===== config.mk =====
export PLATFORM = sky130hd
export DESIGN_NAME = alu_multicycle
export DESIGN_NICKNAME = d
export VERILOG_FILES = /design/src/rtl/alu_multicycle.sv
export SDC_FILE = /design/constraint.sdc
export NUM_CORES = 1
export LEC_CHECK = 0
export BUFFER_PORTS_ARGS = -buffer_cell sky130_fd_sc_hd__buf_2
export CORE_ASPECT_RATIO = 0.9
export CORE_UTILIZATION = 35
export CTS_BUF_LIST = sky130_fd_sc_hd__clkbuf_8 sky130_fd_sc_hd__clkbuf_16
export DETAILED_ROUTE_END_ITERATION = 6
export HOLD_SLACK_MARGIN = 0.12
export SYNTH_ARGS = -nofsm -noshare
export SYNTH_HDL_FRONTEND = slang
export SYNTH_SLANG_ARGS = --single-unit

===== constraint.sdc =====
create_clock -name clk -period 4.3 [get_ports clk]
set_clock_uncertainty 0.1 [all_clocks]
set_input_delay 0.215 -clock clk [delete_from_list [all_inputs] [get_ports clk]]
set_output_delay 0.215 -clock clk [all_outputs]
set_load 0.1 [all_outputs]

===== src/rtl/alu_multicycle.sv =====
// Execute-stage ALU: single-cycle logic/arith ops plus an iterative 1-bit/cycle shifter.
// Latency: 1 cycle for non-shift ops and shamt=0; 1+shamt cycles for shifts (max 32).
// Backpressure: result held in DONE until out_ready; in_ready only in IDLE (one op in flight).
module alu_multicycle #(
  parameter int DATA_WIDTH    = 32,
  parameter int OPCODE_LENGTH = 4,
  parameter int SHAMT_WIDTH   = $clog2(DATA_WIDTH)
) (
  input  logic                     clk,
  input  logic                     reset,
  input  logic                     in_valid,
  output logic                     in_ready,
  input  logic [OPCODE_LENGTH-1:0] Operation,
  input  logic                     Arith,
  input  logic [DATA_WIDTH-1:0]    SrcA,
  input  logic [DATA_WIDTH-1:0]    SrcB,
  output logic                     out_valid,
  input  logic                     out_ready,
  output logic [DATA_WIDTH-1:0]    ALUResult,
  output logic                     Zero
);

  localparam logic [OPCODE_LENGTH-1:0] OP_AND = OPCODE_LENGTH'(4'b0000);
  localparam logic [OPCODE_LENGTH-1:0] OP_OR  = OPCODE_LENGTH'(4'b0001);
  localparam logic [OPCODE_LENGTH-1:0] OP_ADD = OPCODE_LENGTH'(4'b0010);
  localparam logic [OPCODE_LENGTH-1:0] OP_XOR = OPCODE_LENGTH'(4'b0101);
  localparam logic [OPCODE_LENGTH-1:0] OP_SUB = OPCODE_LENGTH'(4'b0110);
  localparam logic [OPCODE_LENGTH-1:0] OP_SLL = OPCODE_LENGTH'(4'b0111);
  localparam logic [OPCODE_LENGTH-1:0] OP_BEQ = OPCODE_LENGTH'(4'b1000);
  localparam logic [OPCODE_LENGTH-1:0] OP_SLT = OPCODE_LENGTH'(4'b1100);
  localparam logic [OPCODE_LENGTH-1:0] OP_SRX = OPCODE_LENGTH'(4'b1111);

  typedef enum logic [1:0] {
    S_IDLE  = 2'd0,
    S_SHIFT = 2'd1,
    S_DONE  = 2'd2
  } state_t;

  state_t                  state, state_nxt;
  logic [DATA_WIDTH-1:0]   result_q, result_nxt;
  logic                    zero_q;
  logic                    ld_res;
  logic [SHAMT_WIDTH-1:0]  cnt_q, cnt_nxt;
  logic                    left_q, left_nxt;
  logic                    arith_q, arith_nxt;
  logic                    rdy_q;

  logic                    accept;
  logic                    is_shift;
  logic [SHAMT_WIDTH-1:0]  shamt;
  logic [DATA_WIDTH-1:0]   alu_res;
  logic [DATA_WIDTH-1:0]   shift_step;

  // in_ready is registered so it depends on state only and stays low through reset.
  assign in_ready  = rdy_q;
  assign out_valid = (state == S_DONE);
  assign ALUResult = result_q;
  assign Zero      = zero_q;

  assign accept   = in_valid && rdy_q;
  assign shamt    = SrcB[SHAMT_WIDTH-1:0];
  assign is_shift = (Operation == OP_SLL) || (Operation == OP_SRX);

  // Single-cycle datapath for every non-shift operation code.
  always_comb begin
    alu_res = '0;
    case (Operation)
      OP_AND:  alu_res = SrcA & SrcB;
      OP_OR:   alu_res = SrcA | SrcB;
      OP_ADD:  alu_res = SrcA + SrcB;
      OP_XOR:  alu_res = SrcA ^ SrcB;
      OP_SUB:  alu_res = SrcA - SrcB;
      OP_BEQ:  alu_res = {{(DATA_WIDTH-1){1'b0}}, (SrcA == SrcB)};
      OP_SLT:  alu_res = {{(DATA_WIDTH-1){1'b0}}, ($signed(SrcA) < $signed(SrcB))};
      default: alu_res = '0;
    endcase
  end

  // One-bit step of the iterative shifter, using the direction captured at accept.
  always_comb begin
    if (left_q) begin
      shift_step = {result_q[DATA_WIDTH-2:0], 1'b0};
    end else begin
      shift_step = {(arith_q & result_q[DATA_WIDTH-1]), result_q[DATA_WIDTH-1:1]};
    end
  end

  // Next-state and datapath control; the result register doubles as the shift working register.
  always_comb begin
    state_nxt  = state;
    result_nxt = result_q;
    ld_res     = 1'b0;
    cnt_nxt    = cnt_q;
    left_nxt   = left_q;
    arith_nxt  = arith_q;
    case (state)
      S_IDLE: begin
        if (accept) begin
          ld_res = 1'b1;
          if (is_shift) begin
            result_nxt = SrcA;
            if (shamt != '0) begin
              cnt_nxt   = shamt;
              left_nxt  = (Operation == OP_SLL);
              arith_nxt = Arith;
              state_nxt = S_SHIFT;
            end else begin
              state_nxt = S_DONE;
            end
          end else begin
            result_nxt = alu_res;
            state_nxt  = S_DONE;
          end
        end
      end
      S_SHIFT: begin
        ld_res     = 1'b1;
        result_nxt = shift_step;
        cnt_nxt    = cnt_q - SHAMT_WIDTH'(1);
        if (cnt_q == SHAMT_WIDTH'(1)) begin
          state_nxt = S_DONE;
        end
      end
      S_DONE: begin
        if (out_ready) begin
          state_nxt = S_IDLE;
        end
      end
      default: state_nxt = S_IDLE;
    endcase
  end

  // State, result/flag and shift-control registers with synchronous reset.
  always_ff @(posedge clk) begin
    if (reset) begin
      state    <= S_IDLE;
      result_q <= '0;
      zero_q   <= 1'b0;
      cnt_q    <= '0;
      left_q   <= 1'b0;
      arith_q  <= 1'b0;
      rdy_q    <= 1'b0;
    end else begin
      state   <= state_nxt;
      cnt_q   <= cnt_nxt;
      left_q  <= left_nxt;
      arith_q <= arith_nxt;
      rdy_q   <= (state_nxt == S_IDLE);
      if (ld_res) begin
        result_q <= result_nxt;
        zero_q   <= (result_nxt == '0);
      end
    end
  end

endmodule


Word-level counts from Yosys, hierarchy flattened
Cells that the tools add are included.
- add/sub/neg operators: 3
- $lt $le $gt $ge: 1
- eq/ne operators: 15
- multiplexer cells: 17
- bitwise logic cells: 4
- reduce and logical (&&, ||, !) cells: 10
- operator list (kind ; number):
    32-bit one-hot mux with 7 select lines ; 1
    32-bit two-way mux ; 3
    32-bit one-hot mux with 2 select lines ; 1
    32-bit adder ; 1
    32-bit AND ; 1
    32-bit == test ; 1
    32-bit zero test ; 1
    32-bit less-than comparator ; 1
    32-bit OR ; 1
    32-bit subtractor ; 1
    32-bit bitwise XOR ; 1
    5-bit two-way mux ; 3
    4-bit by 3-bit == test with 1-bit output (second input constant) ; 3
    4-bit == test (second input constant) ; 3
    2-bit two-way mux ; 5
    5-bit one-hot mux with 2 select lines ; 1
    4-bit AND reduction ; 2
    2-bit inequality test (second input constant) ; 3
    2-bit one-hot mux with 3 select lines ; 1
    5-bit by 1-bit == test with 1-bit output (second input constant) ; 1
    5-bit nonzero test ; 1
    5-bit by 1-bit subtractor with 5-bit output (second input constant) ; 1
    4-bit by 1-bit == test with 1-bit output (second input constant) ; 1
    4-bit by 2-bit == test with 1-bit output (second input constant) ; 1
    other kinds (10) ; 11
- flip-flop bits (word level): 43
- input bits: 73
- output and inout port bits: 35
- word-level logic and storage cells: 57

Logic depth before layout (Yosys ltp)
Gate-level depths: netlist of run 1.
- depth after elaboration: 6
- depth in mapped cells: 15
- mapped depth without buffers: 15

Worst setup path before layout of run 1
OpenSTA, ideal clock, no wires.
- kind: reg2reg
- from: reg rdy_q (netlist: in_ready)
- to: reg zero_q (netlist: Zero)
- setup time: 84 ps
- arrival: 3200 ps
- data required time: 4116 ps
- slack: 916 ps
- stages on the path, launching flop included: 12
- path buffers: 0
- clock period less this slack: 3384 ps
- cells stage by stage: dfxtp_1 -> a21oi_2 -> nor2_1 -> o221ai_1 -> nor4_1 -> nand4_1 -> a311oi_1 -> o2111ai_1 -> nor4_1 -> o2111a_1 -> nand4_1 -> o31ai_2
- longest elaborated chain between the ends: 4
- elaborated cells between the ends (all ways): 6
- classes of those cells: mux (4); reduce/logical (2)
- RTL lines (what ; line ; RTL):
    from (decl) ; 46 ; logic rdy_q;
    from (signal assigned) ; 148 ; rdy_q <= (state_nxt == S_IDLE);
    1-bit logical AND (*) ; 60 ; assign accept = in_valid && rdy_q;
    32-bit two-way mux ; 98 ; if (accept) begin
    32-bit one-hot mux with 2 select lines ; 96 ; case (state)
    32-bit zero test ; 151 ; zero_q <= (result_nxt == '0);
    to (signal assigned) ; 151 ;
    to (decl) ; 41 ; logic zero_q;
Mark *: on every way between the ends. The rest lies on a longest branch, timed or not.
A chain may end at the register's enable or synchronous reset.

Worst setup path in the final report of run 1
- from: in SrcA[8]
- to: reg zero_q (netlist: Zero)
- longest elaborated chain between the ends: 6
- elaborated cells between the ends (all ways): 12
- classes of those cells: add/sub (2); order compare (1); eq/ne (1); mux (4); bitwise (3); reduce/logical (1)
- RTL lines (what ; line ; RTL):
    from (decl) ; 15 ; input logic [DATA_WIDTH-1:0] SrcA,
    32-bit subtractor (tied with other cells) ; 72 ; OP_SUB: alu_res = SrcA - SrcB;
    32-bit one-hot mux with 7 select lines ; 67 ; case (Operation)
    32-bit two-way mux (*) ; 100 ; if (is_shift) begin
    32-bit two-way mux (*) ; 98 ;
    32-bit one-hot mux with 2 select lines (*) ; 96 ;
    32-bit zero test (*) ; 151 ;
Marks and branches as above.

==> impl_metrics.json, run 1 <==
{
  "status": "finished clean",
  "vias_per_cell": 6.45,
  "die_h_um": 160,
  "core_sq_um": 27200,
  "final_common_cell": "nor2_1",
  "port_buffers": 107,
  "rr_worst_depth": 11,
  "cts_tree": "built",
  "power-per-cell-area_nw_per_um2": 221,
  "fp.dieW_um": 178,
  "track_usage_pct": 32.5,
  "synth_cell_types": 100,
  "hold_class": "input port to register",
  "area_growth_pct": 12.9,
  "r2r-end": "Zero$_SDFFE_PP0P_",
  "wire_per_inst_um": 25.4,
  "nFillCells": 2891,
  "ys_seq_elements": 43,
  "clk_pin_slew_ns": 0.08,
  "post-route-period-util_pct": 89.9,
  "p_int_w": 0.00112,
  "crit_type": "input port to register",
  "place_area_sq_um": 10800,
  "vias": 12000,
  "dpl_worst_slack_ns": 0.249,
  "drc": 0,
  "worst_pin_slew_ns": 1.28,
  "synth.avg_cell_area_sq_um": 6.89,
  "grt_pass1_vias": 11400,
  "clk_path_buf_depth": 2,
  "antenna_found_initial": 2,
  "cts.sinks": 43,
  "fin_setup_tns_ns": 0,
  "utilization_pct": 40.4,
  "clockRootBuffer": "clkbuf_16",
  "cp-start-kind": "input port",
  "num_rows": 57,
  "synth_ff_type": "dfxtp_1",
  "rsz0062_at_grt": "false",
  "top_level_ports": 108,
  "initial_core_util_pct": 35.8,
  "fin_ws_ns": 0.434,
  "min_to": "cnt_q[3]$_SDFFE_PP0P_",
  "hold_start": "SrcB[3]",
  "drt_first_pass_iters": 6,
  "dpl.hpwl_mm": 37.1,
  "final_cell_area_sq_um": 11000,
  "ant_nets": 0,
  "fmax_mhz": 259,
  "synth_seq_area_share_pct": 8.86,
  "cp_data_arrival_time_ns": 3.99,
  "holdPathStages": 3,
  "cap_violations": 0,
  "clkPwrFrac_pct": 17.0,
  "relSlewSlack_pct": 14.3,
  "fin_crit_ns": 3.87,
  "synth_area_sq_um": 9720,
  "sw_frac_of_total_pct": 54.0,
  "cp.required_ns": 4.43,
  "grt_max_degree": 40,
  "fin_nets": 1680,
  "grt_pass1_wl_mm": 70.5,
  "cp-end-kind": "register",
  "leakagePower_nw": 4.61,
  "synth_cells": 1410,
  "synth_nets": 1586,
  "wl_mm": 47.2,
  "p_switching_w": 0.00131,
  "finalSetupViolCount": 0,
  "first_iter_violations": 1367,
  "cp_max_fo": 13,
  "die_area_sq_um": 28400,
  "synth-edff-count": 0,
  "final_cell_mix": "nor2_1 (155), inv_1 (113), a21oi_1 (111)",
  "yosysWarnings": 0,
  "peakVddDrop_mv": 0.146,
  "cts_setup_buffers": 0,
  "rrSetupSlack_ns": 0.62,
  "maxSlewViolCount": 0,
  "hold_viol_final": 0,
  "cts_inserted_buffers": 5,
  "cts-htree-levels": 2,
  "drive_above_1_share_pct": 17.1,
  "insertion_delay_ns": 0.30,
  "grt.overflow.total": 0,
  "async_flop_share_pct": 0,
  "p_comb_share_pct": 62.9,
  "gp_congestion": 1.05,
  "rr_startpoint": "left_q$_SDFFE_PP0P_",
  "seq_power_share_pct": 20.1
}
==> worst max-delay path by stage <==
stage / startpoint / endpoint / slack, ns / depth (start not counted)
finish: SrcA[8] / Zero$_SDFFE_PP0P_ / 0.43 / 14
global route: SrcA[17] / Zero$_SDFFE_PP0P_ / 0.28 / 13
CTS: SrcA[8] / Zero$_SDFFE_PP0P_ / 0.55 / 14
detailed placement: SrcA[8] / Zero$_SDFFE_PP0P_ / 0.25 / 14
global placement: SrcB[3] / Zero$_SDFFE_PP0P_ / 0.23 / 14
floorplan: in_ready$_SDFF_PP0_ / Zero$_SDFFE_PP0P_ / 0.92 / 11
==> synthesized netlist by cell type, types with 19 or more instances <==
| library cell | n | area (sq um) |
|---|---|---|
| a31oi_1 | 19 | 119 |
| nand2_1 | 78 | 293 |
| dfxtp_1 | 43 | 861 |
| a21oi_1 | 111 | 556 |
| mux2i_1 | 26 | 260 |
| nor3_1 | 56 | 280 |
| ha_1 | 101 | 1260 |
| nor2b_1 | 22 | 138 |
| o21ai_0 | 85 | 425 |
| nor4_1 | 24 | 150 |
| nand3_1 | 36 | 180 |
| a211oi_1 | 37 | 278 |
| o21a_1 | 19 | 143 |
| clkbuf_1 | 43 | 161 |
| inv_1 | 113 | 424 |
| buf_2 | 29 | 145 |
| o211ai_1 | 25 | 188 |
| nor2_1 | 155 | 582 |
==> worst max-delay path: stages <==
cell and delay (ns):
buf_2 0.11, inv_1 0.04, ha_1 0.55, inv_1 0.22, a21oi_1 0.31, o311ai_0 0.28
or2_1 0.34, a31oi_1 0.62, o21a_1 0.32, o2111ai_1 0.18, a211oi_1 0.30, o22a_1 0.19
nand4_1 0.11, o31ai_2 0.18
==> state kept, by name (all words and copies together), names as in the netlist <==
register	count
ALUResult	32
cnt_q	5
state	2
Zero	1
arith_q	1
in_ready	1
left_q	1
==> per-stage QoR <==
stage	total power (W)	hold slack [ns]	instances
3_3_place_gp	0.00198	0.366	1850
6_report	0.00243	0.135	1860
2_1_floorplan	0.00150	0.251	1410
3_5_place_dp	0.00198	0.368	1850
5_1_grt	0.00254	0.166	1859
4_1_cts	0.00239	0.133	1859
==> power groups by stage <==
stage                     sequential (W)  clock [W]  combinational (W)
final                           0.000488   0.000413            0.00153
after floorplan                 0.000672          0           0.000832
after detailed placement        0.000495          0            0.00148
after CTS                       0.000485   0.000414            0.00149
after global routing            0.000491   0.000426            0.00162
after global placement          0.000495          0            0.00149
==> layout make-up <==
class,count,area [sq um],area share (%)
multi-input cells,1159,7990,72.8
repair buffers,180,1100,10.0
flip-flops and latches,43,862,7.86
well taps,354,443,4.04
inverters,115,432,3.93
clock buffers,5,125,1.14
clock inverters,3,23.8,0.217
diodes,1,2.50,0.0228
==> cells by family (layout without fill, tap and decap cells) <==
| kind of cell | Yosys count | count (layout) | share of synthesized area [%] |
|---|---|---|---|
| XOR/XNOR | 6 | 6 | 0.541 |
| adder cells (fa/ha/maj) | 103 | 103 | 13.4 |
| AO/OA/AOI/OAI | 502 | 502 | 36.2 |
| buffers and inverters | 208 | 303 | 9.26 |
| multiplexers | 42 | 42 | 4.53 |
| flip-flops | 43 | 43 | 8.86 |
| AND/OR/NAND/NOR | 506 | 506 | 27.2 |
| other | 0 | 1 | 0 |
==> per-layer routing <==
layer,track usage [%],vias to the layer above,wire length [um]
li1,-,5458,-
met1,41.2,5737,19600
met2,51.9,675,20900
met3,7.71,127,4460
met4,14.3,0,2240
met5,0,-,0
==> timing repair <==
item / in CTS / in global routing
hold endpoints to repair: 1 / 0
resized for setup: 0 / 0
hold buffers: 1 / 0
Note: power is estimated with default switching activity, not from simulation.
==> run 2, diff against run 1 <==
--- a/config.mk
+++ b/config.mk
@@ -7,10 +7,11 @@
 export LEC_CHECK = 0
 export BUFFER_PORTS_ARGS = -buffer_cell sky130_fd_sc_hd__buf_2
 export CORE_ASPECT_RATIO = 0.9
-export CORE_UTILIZATION = 35
+export CORE_UTILIZATION = 55
 export CTS_BUF_LIST = sky130_fd_sc_hd__clkbuf_8 sky130_fd_sc_hd__clkbuf_16
 export DETAILED_ROUTE_END_ITERATION = 6
 export HOLD_SLACK_MARGIN = 0.12
+export PLACE_DENSITY = 0.76
 export SYNTH_ARGS = -nofsm -noshare
 export SYNTH_HDL_FRONTEND = slang
 export SYNTH_SLANG_ARGS = --single-unit
==> impl_metrics.json, run 2 (same netlist as run 1, synthesis figures left out) <==
{
  "status": "finished clean",
  "cp_max_fo": 14,
  "power-per-cell-area_nw_per_um2": 226,
  "cts.sinks": 43,
  "hold_viol_final": 0,
  "crit_type": "input port to register",
  "cts_inserted_buffers": 5,
  "worst_pin_slew_ns": 1.11,
  "cp.required_ns": 4.41,
  "vias_per_cell": 7.02,
  "grt_pass1_wl_mm": 64.1,
  "rrSetupSlack_ns": 0.54,
  "grt.overflow.total": 0,
  "nFillCells": 1656,
  "top_level_ports": 108,
  "finalSetupViolCount": 0,
  "clk_path_buf_depth": 2,
  "largest_reg_flops": 32,
  "p_comb_share_pct": 61.3,
  "area_growth_pct": 11.1,
  "ant_nets": 0,
  "first_iter_violations": 1870,
  "cts-htree-levels": 2,
  "cp-end-kind": "register",
  "r2r-end": "Zero$_SDFFE_PP0P_",
  "p_switching_w": 0.00127,
  "p_int_w": 0.00117,
  "cap_violations": 0,
  "final_cell_mix": "nor2_1 (155), inv_1 (113), a21oi_1 (111)",
  "drt_first_pass_iters": 6,
  "fp.dieW_um": 142,
  "rr_startpoint": "left_q$_SDFFE_PP0P_",
  "grt_pass1_vias": 10900,
  "fin_crit_ns": 3.82,
  "post-route-period-util_pct": 88.8,
  "drive_above_1_share_pct": 16.7,
  "fin_nets": 1674,
  "insertion_delay_ns": 0.29,
  "wire_per_inst_um": 24.4,
  "grt_max_degree": 40,
  "initial_core_util_pct": 57.0,
  "track_usage_pct": 46.0,
  "rr_worst_depth": 12,
  "gp_congestion": 1.11,
  "cts_tree": "built",
  "dpl.hpwl_mm": 32.7,
  "die_h_um": 128,
  "fmax_mhz": 262,
  "sw_frac_of_total_pct": 52.1,
  "clockRootBuffer": "clkbuf_16",
  "utilization_pct": 63.3,
  "cp-start-kind": "input port",
  "worstSetupEndpoint": "Zero$_SDFFE_PP0P_",
  "seq_power_share_pct": 20.1,
  "die_area_sq_um": 18200,
  "maxSlewViolCount": 0,
  "leakagePower_nw": 4.59,
  "rsz0062_at_grt": "false",
  "clk_pin_slew_ns": 0.07,
  "port_buffers": 107,
  "num_rows": 45,
  "startpoint": "SrcA[4]",
  "vias": 12200,
  "antenna_found_initial": 1,
  "wl_mm": 42.2,
  "cp_data_arrival_time_ns": 3.93,
  "final_common_cell": "nor2_1",
  "hold_class": "input port to register",
  "core_sq_um": 17100,
  "fin_setup_tns_ns": 0,
  "drc": 0,
  "relSlewSlack_pct": 26.0,
  "clkPwrFrac_pct": 18.5,
  "antennaDiodeCount": 0,
  "peakVddDrop_mv": 0.197,
  "cts_setup_buffers": 0
}
run 2: worst max-delay path: stages:
cell      delay (ns)
buf_2           0.12
inv_1           0.05
ha_1            0.49
nor3b_1         0.38
nor3_2          0.11
buf_4           0.15
a211oi_1        0.44
o21ai_0         0.26
and4_1          0.28
nor3_1          0.23
a31oi_1         0.15
nor4_1          0.46
o2111a_1        0.28
nand4_1         0.10
o31ai_2         0.19
run 2: layout make-up:
cell class                 instances  area (sq um)  share of cell area, %
inverter                         115           432                   4.00
clock inverter                     3          46.3                  0.429
sequential                        43           862                   7.98
clock buffer                       5           125                   1.16
timing repair buffer             174          1050                   9.75
tap                              235           294                   2.72
multi-input combinational       1159          7990                   74.0
run 2: timing repair:
action	in CTS	in global routing
gates resized for setup	0	0
hold endpoints to repair	1	0
hold buffers	1	0
run 2: worst min-delay path by stage:
stage          cells past startpoint    start                    end  slack (ns)
2_1_floorplan                      2    Arith   arith_q$_SDFFE_PP0P_        0.25
3_3_place_gp                       3    Arith   arith_q$_SDFFE_PP0P_        0.36
3_5_place_dp                       3    Arith   arith_q$_SDFFE_PP0P_        0.36
4_1_cts                            3  SrcB[3]  cnt_q[3]$_SDFFE_PP0P_        0.13
5_1_grt                            3  SrcB[3]  cnt_q[3]$_SDFFE_PP0P_        0.17
6_report                           3  SrcB[3]  cnt_q[3]$_SDFFE_PP0P_        0.13
run 2: layer usage:
layer / share of wire, % / wire, um / track usage, % / up-vias
li1: - / - / - / 5448
met1: 39 / 16700 / 60.2 / 5623
met2: 41 / 17500 / 68.5 / 941
met3: 12 / 5260 / 10.3 / 167
met4: 6.7 / 2820 / 27.8 / 0
met5: 0 / 0 / 0 / -
run 2: power by group through the flow:
| stage | Clock, W | Sequential [W] | Combinational (W) |
|---|---|---|---|
| 6_report | 0.000452 | 0.000491 | 0.00150 |
| 5_1_grt | 0.000467 | 0.000492 | 0.00158 |
| 4_1_cts | 0.000451 | 0.000485 | 0.00144 |
| 3_5_place_dp | 0 | 0.000494 | 0.00143 |
| 3_3_place_gp | 0 | 0.000494 | 0.00143 |
| 2_1_floorplan | 0 | 0.000672 | 0.000832 |
run 2: through the flow:
stage | instances | instance area, sq um | setup WS, ns | total power, W | hold WS [ns]
floorplan | 1410 | 9720 | 0.916 | 0.00150 | 0.251
global placement | 1725 | 10600 | 0.389 | 0.00192 | 0.359
detailed placement | 1725 | 10600 | 0.333 | 0.00193 | 0.365
CTS | 1734 | 10800 | 0.610 | 0.00238 | 0.133
global route | 1734 | 10800 | 0.252 | 0.00254 | 0.169
finish | 1734 | 10800 | 0.483 | 0.00244 | 0.127
